File: src/rtl/fsm_mealy_det_if.sv
// Serial-bit detector bus: qualified bit stream and clear in, hit strobe/count/debug state out.
// The master modport drives the stream; the slave modport is the detector.
`timescale 1ns/1ps
interface fsm_mealy_det_if #(
    parameter int CNT_W = 8
);
    logic             clr;
    logic             in_vld;
    logic             in_bit;
    logic             hit;
    logic [CNT_W-1:0] hit_cnt;
    logic [1:0]       state_o;

    modport master (
        output clr, in_vld, in_bit,
        input  hit, hit_cnt, state_o
    );

    modport slave (
        input  clr, in_vld, in_bit,
        output hit, hit_cnt, state_o
    );
endinterface

File: src/rtl/fsm_mealy_det.sv
// Mealy 1011 detector with saturating hit count; hit is 0-cycle combinational, or 1-cycle registered
// with FSM_MEALY_DET_REG_OUT_EN; no backpressure, one bit consumed per in_vld cycle.
`timescale 1ns/1ps
module fsm_mealy_det #(
    parameter int OVERLAP = 1,
    parameter int CNT_W   = 8
) (
    input  logic              clk,
    input  logic              rst,
    fsm_mealy_det_if.slave    bus
);
    localparam logic [1:0] S0   = 2'd0;
    localparam logic [1:0] S1   = 2'd1;
    localparam logic [1:0] S10  = 2'd2;
    localparam logic [1:0] S101 = 2'd3;

    logic [1:0]       r_state;
    logic [1:0]       w_next;
    logic [CNT_W-1:0] r_cnt;
    logic             w_det;
    logic             w_sat;

    assign w_det = (r_state == S101) && bus.in_vld && bus.in_bit && !bus.clr;
    assign w_sat = &r_cnt;

    always_ff @(posedge clk or posedge rst) begin
        if (rst) begin
            r_state <= S0;
        end else begin
            r_state <= w_next;
        end
    end

    always_comb begin
        w_next = r_state;
        if (bus.clr) begin
            w_next = S0;
        end else if (bus.in_vld) begin
            case (r_state)
                S0:      w_next = bus.in_bit ? S1 : S0;
                S1:      w_next = bus.in_bit ? S1 : S10;
                S10:     w_next = bus.in_bit ? S101 : S0;
                // A completed match keeps its trailing 1 as a new prefix only when overlapping
                S101:    w_next = bus.in_bit ? ((OVERLAP != 0) ? S1 : S0) : S10;
                default: w_next = S0;
            endcase
        end
    end

    always_ff @(posedge clk or posedge rst) begin
        if (rst) begin
            r_cnt <= '0;
        end else if (bus.clr) begin
            r_cnt <= '0;
        end else if (w_det && !w_sat) begin
            r_cnt <= r_cnt + 1'b1;
        end
    end

`ifdef FSM_MEALY_DET_REG_OUT_EN
    logic r_hit;

    always_ff @(posedge clk or posedge rst) begin
        if (rst) begin
            r_hit <= 1'b0;
        end else begin
            r_hit <= w_det;
        end
    end

    assign bus.hit = r_hit;
`else
    assign bus.hit = w_det;
`endif

    assign bus.hit_cnt = r_cnt;
    assign bus.state_o = r_state;
endmodule
File: src/flat_wrapper.sv
// flat-port wrapper written by rule: the top's interface ports become plain ports
module fsm_mealy_det_flat 
#(
    parameter int OVERLAP = 1,
    parameter int CNT_W   = 8
)
  (clk, rst, bus_clr, bus_in_vld, bus_in_bit, bus_hit, bus_hit_cnt, bus_state_o);
  fsm_mealy_det_if #(.CNT_W(CNT_W)) bus_i ();
  input  logic clk;
  input  logic rst;
  input wire logic [$bits(bus_i.clr)-1:0] bus_clr;
  input wire logic [$bits(bus_i.in_vld)-1:0] bus_in_vld;
  input wire logic [$bits(bus_i.in_bit)-1:0] bus_in_bit;
  output wire logic [$bits(bus_i.hit)-1:0] bus_hit;
  output wire logic [$bits(bus_i.hit_cnt)-1:0] bus_hit_cnt;
  output wire logic [$bits(bus_i.state_o)-1:0] bus_state_o;
  assign bus_i.clr = bus_clr;
  assign bus_i.in_vld = bus_in_vld;
  assign bus_i.in_bit = bus_in_bit;
  assign bus_hit = bus_i.hit;
  assign bus_hit_cnt = bus_i.hit_cnt;
  assign bus_state_o = bus_i.state_o;
  fsm_mealy_det #(.OVERLAP(OVERLAP), .CNT_W(CNT_W)) u_core (.clk(clk), .rst(rst), .bus(bus_i));
endmodule
File: config.mk
export PLATFORM = sky130hd
export DESIGN_NAME = fsm_mealy_det_flat
export DESIGN_NICKNAME = d
export VERILOG_FILES = /design/src/rtl/fsm_mealy_det_if.sv /design/src/rtl/fsm_mealy_det.sv /design/src/flat_wrapper.sv
export SDC_FILE = /design/constraint.sdc
export NUM_CORES = 1
export LEC_CHECK = 0
export CORE_MARGIN = 1
export CORE_UTILIZATION = 35
export CTS_CLUSTER_DIAMETER = 80
export DETAILED_ROUTE_END_ITERATION = 6
export GPL_TIMING_DRIVEN = 0
export MAX_ROUTING_LAYER = met4
export REMOVE_ABC_BUFFERS = 1
export SLEW_MARGIN = 20
export SYNTH_ARGS = -nofsm -noshare
export SYNTH_HDL_FRONTEND = slang
export SYNTH_SLANG_ARGS = --single-unit
File: constraint.sdc
create_clock -name clk -period 5.35 [get_ports clk]
set_clock_uncertainty 0.15 [all_clocks]
set_input_delay 1.07 -clock clk [delete_from_list [all_inputs] [get_ports clk]]
set_output_delay 1.07 -clock clk [all_outputs]
set_load 0.02 [all_outputs]
==> results of run 1 <==
-- report_power, final --
group	switching [uW]	internal (uW)
registers	1.07	76.2
logic	5.76	4.93
clock network	25.8	26.0
-- worst paths after layout --
path / slack (ns) / end / start
max: 1.37 / bus_hit / bus_clr
min: 0.44 / u_core.bus.hit_cnt[7] / u_core.bus.hit_cnt[7]
max reg2reg: 3.41 / u_core.bus.hit_cnt[5] / u_core.bus.hit_cnt[0]
min reg2reg: 0.44 / u_core.bus.hit_cnt[7] / u_core.bus.hit_cnt[7]
max in group asynchronous: 3.85 / u_core.bus.hit_cnt[4] / rst
min in group asynchronous: 0.93 / u_core.bus.hit_cnt[1] / rst
-- layout by cell type, fill, tap and decap left out, types with 2 or more instances in the layout --
cell              n
xor2_1            2
inv_1             2
nand4_1           2
clkbuf_4          3
nor3_1            2
nand2_1           2
nand3_1           3
mux2i_1           3
clkdlybuf4s50_1  15
nor2_1            8
a21oi_1           5
o21ai_0           2
dfrtp_1          10
-- cell type report --
type                       instances  share of cell area (%)
multi-input combinational         42                    38.5
sequential                        10                    34.2
timing repair buffer              15                    20.5
clock buffer                       3                    3.08
tap                               15                    2.57
inverter                           2                    1.03
-- state kept, by name, summed over array words and instances, names as in the netlist --
name and count:
u_core.bus.hit_cnt 8, u_core.bus.state_o 2
-- synthesized netlist by cell type --
library cell	number	share of area, %
dfrtp_1	10	46
nor2_1	8	5.5
a21oi_1	5	4.6
mux2i_1	3	5.5
nand3_1	3	2.8
inv_1	2	1.4
nand2_1	2	1.4
nand4_1	2	2.3
nor3_1	2	1.8
o21ai_0	2	1.8
xor2_1	2	3.2
a41o_1	1	1.8
and3_1	1	1.2
and3_2	1	1.4
and4_1	1	1.6
and4b_2	1	2.1
clkbuf_1	1	0.69
ha_1	1	2.3
nand2b_1	1	1.2
nor4b_1	1	1.6
o2111ai_1	1	1.6
o211ai_4	1	3.9
o31ai_1	1	1.4
or3_2	1	1.4
or4_1	1	1.4
-- per-stage QoR --
stage | setup slack (ns) | total power, uW | instances | hold slack, ns
floorplan | 2.56 | 82.4 | 54 | 0.507
global placement | 1.38 | 89.2 | 84 | 0.432
detailed placement | 1.38 | 89.3 | 84 | 0.423
CTS | 1.37 | 142 | 87 | 0.441
global route | 1.33 | 146 | 87 | 0.498
finish | 1.37 | 140 | 87 | 0.441
-- tightest hold or removal path, delay by kind of cell, from the launching register on --
family             cells  cell delay, ns
DFF                    1            0.40
and+or+nand+nor        1            0.10
AOI/OAI and AO/OA      1            0.05
-- layer usage --
layer  global-route usage (%)  wire [um]  vias up
li1                         -          -      245
met1                     23.5        621      208
met2                     24.6        493       11
met3                     4.79         48        2
met4                     9.68          8        0
met5                        -          0        -
-- kinds of logic after synthesis --
logic type	count (synthesis)
buffers and inverters	3
adders and majority gates	1
xor gates and xnor gates	2
DFF	10
muxes	3
AOI/OAI and AO/OA	11
and+or+nand+nor	25
==> impl_metrics.csv, run 1 <==
group,metric,value,unit
yosys,yosysSeqAreaShare,46.1,%
cts,cts_tree,"built",
cts,cts-resized-gates,0,
global_route,antenna_found_initial,0,
global_route,grt_pass1_wl,1860,um
global_route,grt_pass1_vias,423,
power,p_per_area,191,nW/um2
drt,drc,0,
worst_setup_path,crit_required,4.13,ns
final_layout,stdcell_area,731,um2
hold_path,min_path_type,"flip-flop to flip-flop",
power,p_leak,0.000305,uW
worst_setup_path,path_depth,3,
yosys,synth_warnings,0,
final_layout,fin_util,53.5,%
placement,place.gp.congestion,0.666,
floorplanning,core,1370,um2
yosys,synthSimpleGateAreaFrac,25.6,%
floorplanning,fp.dieW,41.4,um
power,peakVddDrop,0.0960,mV
floorplanning,fp.dieH,41.4,um
worst_setup_path,crit_slowest_cell,"clkdlybuf4s50_1",
final_layout,fill_cells,141,
drt,routed_wl,1170,um
sta,setup_viol,0,
worst_setup_path,crit_type,"input port to primary output",
yosys,synth_cell_types,25,
floorplanning,rows,13,
worst_setup_path,crit_chain,"clkdlybuf4s50_1 -> nor2_1 -> clkdlybuf4s50_1",
sta,max-slew-margin-rel,69.6,%
cts,cts.clk_slew.worst_paths,0.06,ns
yosys,yosys.area_share.xor_xnor,3.23,%
sta,setup-tns-final,0,ns
global_route,track_usage,17.8,%
cts,clock-root-buffer,"clkbuf_4",
sta,max_freq,0.251,GHz
placement,hpwl,826,um
global_route,grt_max_degree,14,
hold_path,hold_depth,2,
floorplanning,ios,16,
sta,rsz0062_at_grt,"no",
flow_run,drv_cap,0,
final_layout,final_nets,80,
worst_setup_path,worstSetupEndpointType,"primary output",
status,status,"complete, no violations",
drt,drt_first_pass_iters,2,
cts,htreeDepth,1,
sta,final-hold-violation-count,0,
worst_setup_path,cpMostUsedCell,"clkdlybuf4s50_1",
placement,io_buffer_count,15,
worst_setup_path,worstPathArrival,2.76,ns
yosys,synth_top_family_by_area,"simple AND/OR/NAND/NOR gates",
yosys,syn_area,543,um2
cts,cts_buffer_depth,2,
sta,period_share,74.4,%
yosys,post_synth.cell_area_avg,9.87,um2
placement,dpl_cell_area,708,um2
worst_setup_path,path_buf_inv,2,
global_route,overflow,0,
drt,wl_per_cell,13.5,um
drt,via_per_inst,5.36,
cts,clkLatencyLatePin,0.26,ns
sta,worstMarginPinSlew,0.454,ns
final_layout,ff_latch_area,250,um2
sta,drv_slew,0,
worst_setup_path,cp_slowest_stage_delay,0.68,ns
cts,numClockSinks,10,
drt,initialDrtViolationCount,1,
cts,cts.hold.buffers_added,0,
floorplanning,dieArea,1710,um2
cts,post_cts_buffers,0,
final_layout,antenna_cells,0,
yosys,synth-adder-area-share,2.30,%
worst_setup_path,cp_max_fo,13,
yosys,synth_seq_cells,10,
worst_setup_path,startpoint_type,"input port",
yosys,synthCells,55,
drt,ant_nets,0,
worst_setup_path,reg2regPathDepth,5,
yosys,synth.area.mux_share,5.53,%
drt,vias,466,
final_layout,multiInputGateArea,282,um2
cts,cts_made_buffers,3,
floorplanning,initial_core_util,39.7,%
worst_setup_path,path_delay_family,"buffers and inverters",
final_layout,area_delta_synth_final,34.6,%
yosys,synth_compound_area_share,15.2,%
sta,post-route-min-period,3.98,ns
final_layout,drive_gt1_share,9.72,%
Note: power is estimated with default switching activity, not from simulation.
==> run 2: changes to the inputs <==
==> constraint.sdc (replaced) <==
create_clock -name clk -period 3.2 [get_ports clk]
set_clock_uncertainty 0.15 [all_clocks]
set_input_delay 0.64 -clock clk [delete_from_list [all_inputs] [get_ports clk]]
set_output_delay 0.64 -clock clk [all_outputs]
set_load 0.02 [all_outputs]
==> results of run 2 <==
Same layout as run 1 (identical final DEF). Status: complete, no violations.
Main changes from that run: setup slack after placement 1.38 ns -> 0.0917 ns; setup slack after layout 1.37 ns -> 0.0816 ns; register-to-register setup slack 3.41 ns -> 1.26 ns; total power 140 uW -> 234 uW; worst IR drop on VDD 0.0960 mV -> 0.161 mV
==> variant 1, RTL diff (flow settings as in run 2) <==
Add a define of `FSM_MEALY_DET_REG_OUT_EN`.
--- a/src/rtl/fsm_mealy_det.sv
+++ b/src/rtl/fsm_mealy_det.sv
@@ -1,6 +1,8 @@
 // Mealy 1011 detector with saturating hit count; hit is 0-cycle combinational, or 1-cycle registered
 // with FSM_MEALY_DET_REG_OUT_EN; no backpressure, one bit consumed per in_vld cycle.
 `timescale 1ns/1ps
+`define FSM_MEALY_DET_REG_OUT_EN
+
 module fsm_mealy_det #(
     parameter int OVERLAP = 1,
     parameter int CNT_W   = 8
Function: changed (Yosys sat finds a counterexample within 4 cycles, from zero or initial values and one cycle with rst high).
==> variant 1 against run 2 <==
Worst setup slack improved by 0.62 ns. Total power increased by 7.9%. Area after synthesis increased by 6.0%. Sequential power increased by 9%. Sequential cell count increased by 1. Design area increased by 3.4%. Maximum frequency increased by 25%. Sequential share of layout area increased by 2.2 points. Routed wire length decreased by 6.0%. Highest routed layer is now met3.
==> variant 1: results (changes against run 2) <==
- Result of the run: finished clean
- The detailed placer's ending HPWL is 779 um (-5.8%).
- Count of vias placed by the detailed router: 490 (+5.2%)
* Share of synthesized flip-flops with an asynchronous set or reset: 100% (unchanged)
- Clock latency reported for the late side of the worst-skew pair: 0.26 ns (about the same)
* Max FFs per register: 8 (unchanged)
- Static Leak: 0.304 nW (-0.58%)
- Ratio of cells with drive above 1 in the final layout: 7.79% (-1.9 points)
* Antenna fix cells: 0 (unchanged)
- Clock transition at the register clock pins on the worst setup and hold paths after CTS: 0.07 ns
- Count of buffers added by post-CTS timing repair for setup: 0 (unchanged)
- The post-synthesis share of cell area spent on full adders, half adders and majority gates came to 2.17% (-0.13 points).
* Internal power contribution: 0.196 mW (+9.4%)
* Proportion of synthesized chip area in sequential cells: 47.8% (+1.7 points)
* Max VDD drop: 0.000221 V (+37%)
- Largest net degree at the start of global routing: 15 (+1)
- Syn_area_per_cell: 9.44 um^2 (-4.4%)
* Router iterations before antenna repair: 3 (+1)
- Xor/xnor share of the synthesized area: 0% (-3.2 points)
- I/O Buffers: 15 (unchanged)
- Leading register cell type out of synthesis: sky130_fd_sc_hd__dfrtp_1
- The overall fraction of global-route tracks in use came to 14.2% (-3.6 points).
- Synth area leaders: sky130_fd_sc_hd__dfrtp_1, sky130_fd_sc_hd__a21oi_1, sky130_fd_sc_hd__o31ai_1
- Number of fill cells: 161 (+14%)
- Highest fanout seen on the critical path: 14 (+1)
* Most numerous cell types in the synthesized netlist: sky130_fd_sc_hd__dfrtp_1, sky130_fd_sc_hd__a21oi_1, sky130_fd_sc_hd__inv_1, sky130_fd_sc_hd__nand2_1, sky130_fd_sc_hd__nor2_1
- The unique cell type count in the Yosys netlist was 24 (-4.0%).
* TritonCTS Buffers: 3 (unchanged)
- Synth warn: 0 (unchanged)
- Worst Max-Slew Pin Slew: 0.678 ns (+0.223 ns)
- The violation count after the first detailed-route iteration was 5 (+4).
* Maximum buffer depth of the clock tree: 2 (unchanged)
- Place WS: 0.394 ns (+0.303 ns)
- The net count reported at finish was 84 (+5.0%).
* Number of antenna violations at the first check in global routing: 0 (unchanged)
- Clock tree root buffer cell: sky130_fd_sc_hd__clkbuf_4
- CP required: 3.21 ns (+0.80 ns)
- The mean routed wirelength per cell was 11.8 um (-12%).
* Wire length of the first global-routing pass: 1.89 mm (+1.8%)
* Type of the tightest min-delay check: register to register
- Post_cts resized: 0 (unchanged)
* RePlAce Congestion: 0.660 (-0.86%)
* Number of global-route vias before repair: 400 (-5.4%)
- The via count normalized by instance count was 5.27 (-1.6%).
* Cell Count Post-Placement: 89 (+6.0%)
* Level count of the clock H-tree: 1 (unchanged)
- Synthesized-area fraction occupied by ao, oa, aoi and oai cells: 14.8% (-0.42 points)
* Proportion of synthesized area in mux cells: 5.43% (-0.095 points)
[variant 1: per-stage QoR]
stage	hold slack (ns)	instance area [um^2]
2_1_floorplan	0.342	559
3_3_place_gp	0.354	729
3_5_place_dp	0.359	729
4_1_cts	0.371	756
5_1_grt	0.386	756
6_report	0.364	756
[variant 1: cell type report]
| class | count | share of cell area (%) |
|---|---|---|
| clock buffers | 4 | 3.48 |
| well taps | 16 | 2.65 |
| inverters | 5 | 2.48 |
| multi-input cells | 42 | 35.1 |
| flip-flops and latches | 11 | 36.4 |
| repair buffers | 15 | 19.9 |
[variant 1: kinds of logic (layout without fill, tap and decap cells)]
logic type | after synthesis | in the layout
compound gates | 14 | 14
fa+ha+maj | 1 | 1
buf+inv | 8 | 24
flops | 11 | 11
mux | 3 | 3
simple gates | 24 | 24
[variant 1: final timing paths]
| kind | to | from | slack (ns) | depth (start not counted) |
|---|---|---|---|---|
| setup / recovery | u_core.bus.hit_cnt[5] | bus_clr | 0.70 | 4 |
| hold / removal | u_core.bus.hit_cnt[6] | u_core.bus.hit_cnt[6] | 0.36 | 1 |
| setup reg to reg | u_core.bus.hit_cnt[5] | u_core.bus.hit_cnt[1] | 1.24 | 5 |
| hold reg to reg | u_core.bus.hit_cnt[6] | u_core.bus.hit_cnt[6] | 0.36 | 1 |
| max in group asynchronous | u_core.bus.hit | rst | 2.09 | 2 |
| min in group asynchronous | u_core.bus.state_o[0] | rst | 0.51 | 2 |
[variant 1: critical path, cell delays in order]
cell	delay (ns)
sky130_fd_sc_hd__clkdlybuf4s50_1	0.61
sky130_fd_sc_hd__or3_4	0.55
sky130_fd_sc_hd__nor4_1	0.34
sky130_fd_sc_hd__mux2_2	0.37
[variant 1: layer usage]
layer | routed length [um] | global-route usage, % | vias up
li1 | - | - | 256
met1 | 559 | 19.1 | 222
met3 | 61 | 6.47 | 0
met2 | 481 | 20.3 | 12
met5 | 0 | - | -
met4 | 0 | 1.88 | 0
[variant 1: power by group through the flow]
stage / logic [mW] / clock network (mW) / registers, mW
finish: 0.0169 / 0.0943 / 0.141
global route: 0.0194 / 0.106 / 0.141
CTS: 0.0176 / 0.101 / 0.141
detailed placement: 0.0175 / 0 / 0.144
global placement: 0.0175 / 0 / 0.144
floorplan: 0.00520 / 0 / 0.145
==> variant 2, RTL diff (settings of run 2) <==
Made on the original files. `CNT_W` is set to 8 in 3 places; all go to 12.
--- a/src/rtl/fsm_mealy_det_if.sv
+++ b/src/rtl/fsm_mealy_det_if.sv
@@ -2,7 +2,7 @@
 // The master modport drives the stream; the slave modport is the detector.
 `timescale 1ns/1ps
 interface fsm_mealy_det_if #(
-    parameter int CNT_W = 8
+    parameter int CNT_W = 12
 );
     logic             clr;
     logic             in_vld;
--- a/src/rtl/fsm_mealy_det.sv
+++ b/src/rtl/fsm_mealy_det.sv
@@ -3,7 +3,7 @@
 `timescale 1ns/1ps
 module fsm_mealy_det #(
     parameter int OVERLAP = 1,
-    parameter int CNT_W   = 8
+    parameter int CNT_W   = 12
 ) (
     input  logic              clk,
     input  logic              rst,
--- a/src/flat_wrapper.sv
+++ b/src/flat_wrapper.sv
@@ -2,7 +2,7 @@
 module fsm_mealy_det_flat 
 #(
     parameter int OVERLAP = 1,
-    parameter int CNT_W   = 8
+    parameter int CNT_W   = 12
 )
   (clk, rst, bus_clr, bus_in_vld, bus_in_bit, bus_hit, bus_hit_cnt, bus_state_o);
   fsm_mealy_det_if #(.CNT_W(CNT_W)) bus_i ();
Ports: changed (resized bus_hit_cnt); port bits go from 16 to 20. No check against the original RTL was run, so the function may have changed too.
==> variant 2 against run 2 <==
Routed wire length up 57%. Sequential cell count increased by 4. Design area is 40% higher. Total power grew 28%. Maximum frequency up 6.3%. Area after synthesis is 46% higher. Worst setup slack improved by 0.18 ns. Critical path type unchanged. Highest routed layer unchanged.
==> variant 2: results (changes against run 2) <==
- Count of buffers added by post-CTS timing repair for setup: 0 (unchanged)
- Average vias per placed instance: 5.59 (+4.4%)
* RR Endpoint: u_core.bus.hit_cnt[8]
- Ratio of cells with drive above 1 in the final layout: 8.57% (-1.2 points)
- Instance area at placement: 1000 um^2 (+41%)
* I/O Buffers: 19 (+4)
* Initial detailed-routing violation count: 17 (+16)
* RePlAce Congestion: 0.766 (+15%)
* Crit. Startpoint: bus_in_vld
* Largest net degree at the start of global routing: 19 (+5)
* Origin of the worst min-delay path: u_core.bus.hit_cnt[4]
* Clock latency reported for the late side of the worst-skew pair: 0.28 ns (+0.02 ns)
* TritonCTS Buffers: 3 (unchanged)
- Hold EP: u_core.bus.hit_cnt[4]
- The proportion of power drawn by flip-flops and latches came to 59.9% (+4.6 points).
- PwrDens: 293 nW/um^2 (-8.4%)
* Crit path DAT: 2.14 ns (-0.19 ns)
* Worst slew margin relative to its limit: 54.1% (-16 points)
* Synth area leaders: sky130_fd_sc_hd__dfrtp_1, sky130_fd_sc_hd__a21oi_1, sky130_fd_sc_hd__nand4_1
* Maximum buffer depth of the clock tree: 2 (unchanged)
* Clock tree root buffer cell: sky130_fd_sc_hd__clkbuf_4
- The highest ir drop seen on vdd was 0.000190 V (+18%).
- Max FFs per register: 12 (+4)
- Result of the run: finished clean
- The total inserted antenna cells came to 0 (unchanged).
- Count of vias placed by the detailed router: 738 (+58%)
- The worst-case register-to-register setup slack came to 1.00 ns (-0.26 ns).
- Number of global-route vias before repair: 705 (+67%)
- The startpoint identified for the worst register-to-register timing path is u_core.bus.hit_cnt[0].
- Number of cells traversed by the worst register-to-register path: 5 (unchanged)
- Critical Path Max Stage Delay: 0.58 ns (-0.10 ns)
* Total number of nets in the final design: 113 (+41%)
- GRT Overall Usage: 17.7% (-0.19 points)
- The detailed placer's ending HPWL is 1.27 mm (+54%).
- Total Routed Length: 1.85 mm (+57%)
- The met2 routed wirelength came to 853 um (+73%).
* Number of antenna violations at the first check in global routing: 0 (unchanged)
- Detailed-routing wirelength on met1: 882 um (+42%)
- The sequential share of the synthesized area was 44.2% (-1.9 points).
* Wire length of the first global-routing pass: 3.16 mm (+70%)
- The combinational power is 0.0197 mW (+10%).
- The smallest hold slack was 0.413 ns (-0.0288 ns).
- Internal power contribution: 0.229 mW (+28%)
- The number of cells after detailed placement was 129 (+54%).
* Post-synthesis cell type count: 32 (+28%)
- Cell class contributing the biggest share of worst-path delay: buffers and inverters
- Place WS: -0.237 ns (-0.329 ns)
- Synth warn: 0 (unchanged)
- The highest fanout seen on the critical path is 9 (-4).
- Met3 wire len: 62 um (+29%)
- The clock slew seen by the registers of the worst setup and hold paths was 0.08 ns (+0.02 ns).
* Cell depth of the worst hold path: 1 (-1)
* Static Leak: 0.400 nW (+31%)
- Post_cts resized: 3 (+3)
- Most numerous cell types in the synthesized netlist: sky130_fd_sc_hd__dfrtp_1, sky130_fd_sc_hd__a21oi_1, sky130_fd_sc_hd__nand2_1, sky130_fd_sc_hd__nor2_1, sky130_fd_sc_hd__nand4_1
* Mapped Cells: 87 (+58%)
- Router iterations before antenna repair: 4 (+2)
[variant 2: per-layer routing]
metal,global-route usage (%),vias to the layer above
met2,26.4,17
li1,-,365
met5,-,-
met1,22.0,351
met4,10.0,0
met3,3.70,5
[variant 2: layout make-up]
class | instances | area [um^2]
tap | 27 | 33.8
inverter | 4 | 15.0
multi-input combinational | 65 | 413
sequential | 14 | 350
timing repair buffer | 19 | 188
fill | 221 | 1020
clock buffer | 3 | 22.5
[variant 2: how the worst max path moves through the flow]
stage | endpoint | slack (ns)
floorplan | u_core.bus.hit_cnt[8] | 1.18
global placement | bus_hit | -0.19
detailed placement | bus_hit | -0.24
CTS | bus_hit | 0.25
global route | bus_hit | 0.17
finish | bus_hit | 0.27
[variant 2: kinds of logic (layout without fill, tap and decap cells)]
kind of cell	count (synthesis)	count (layout)	share of synthesized area, %
compound gates	19	19	14.4
simple gates	42	42	31.9
flops	14	14	44.2
buf+inv	8	26	4.10
fa+ha+maj	1	1	1.58
mux	3	3	3.94
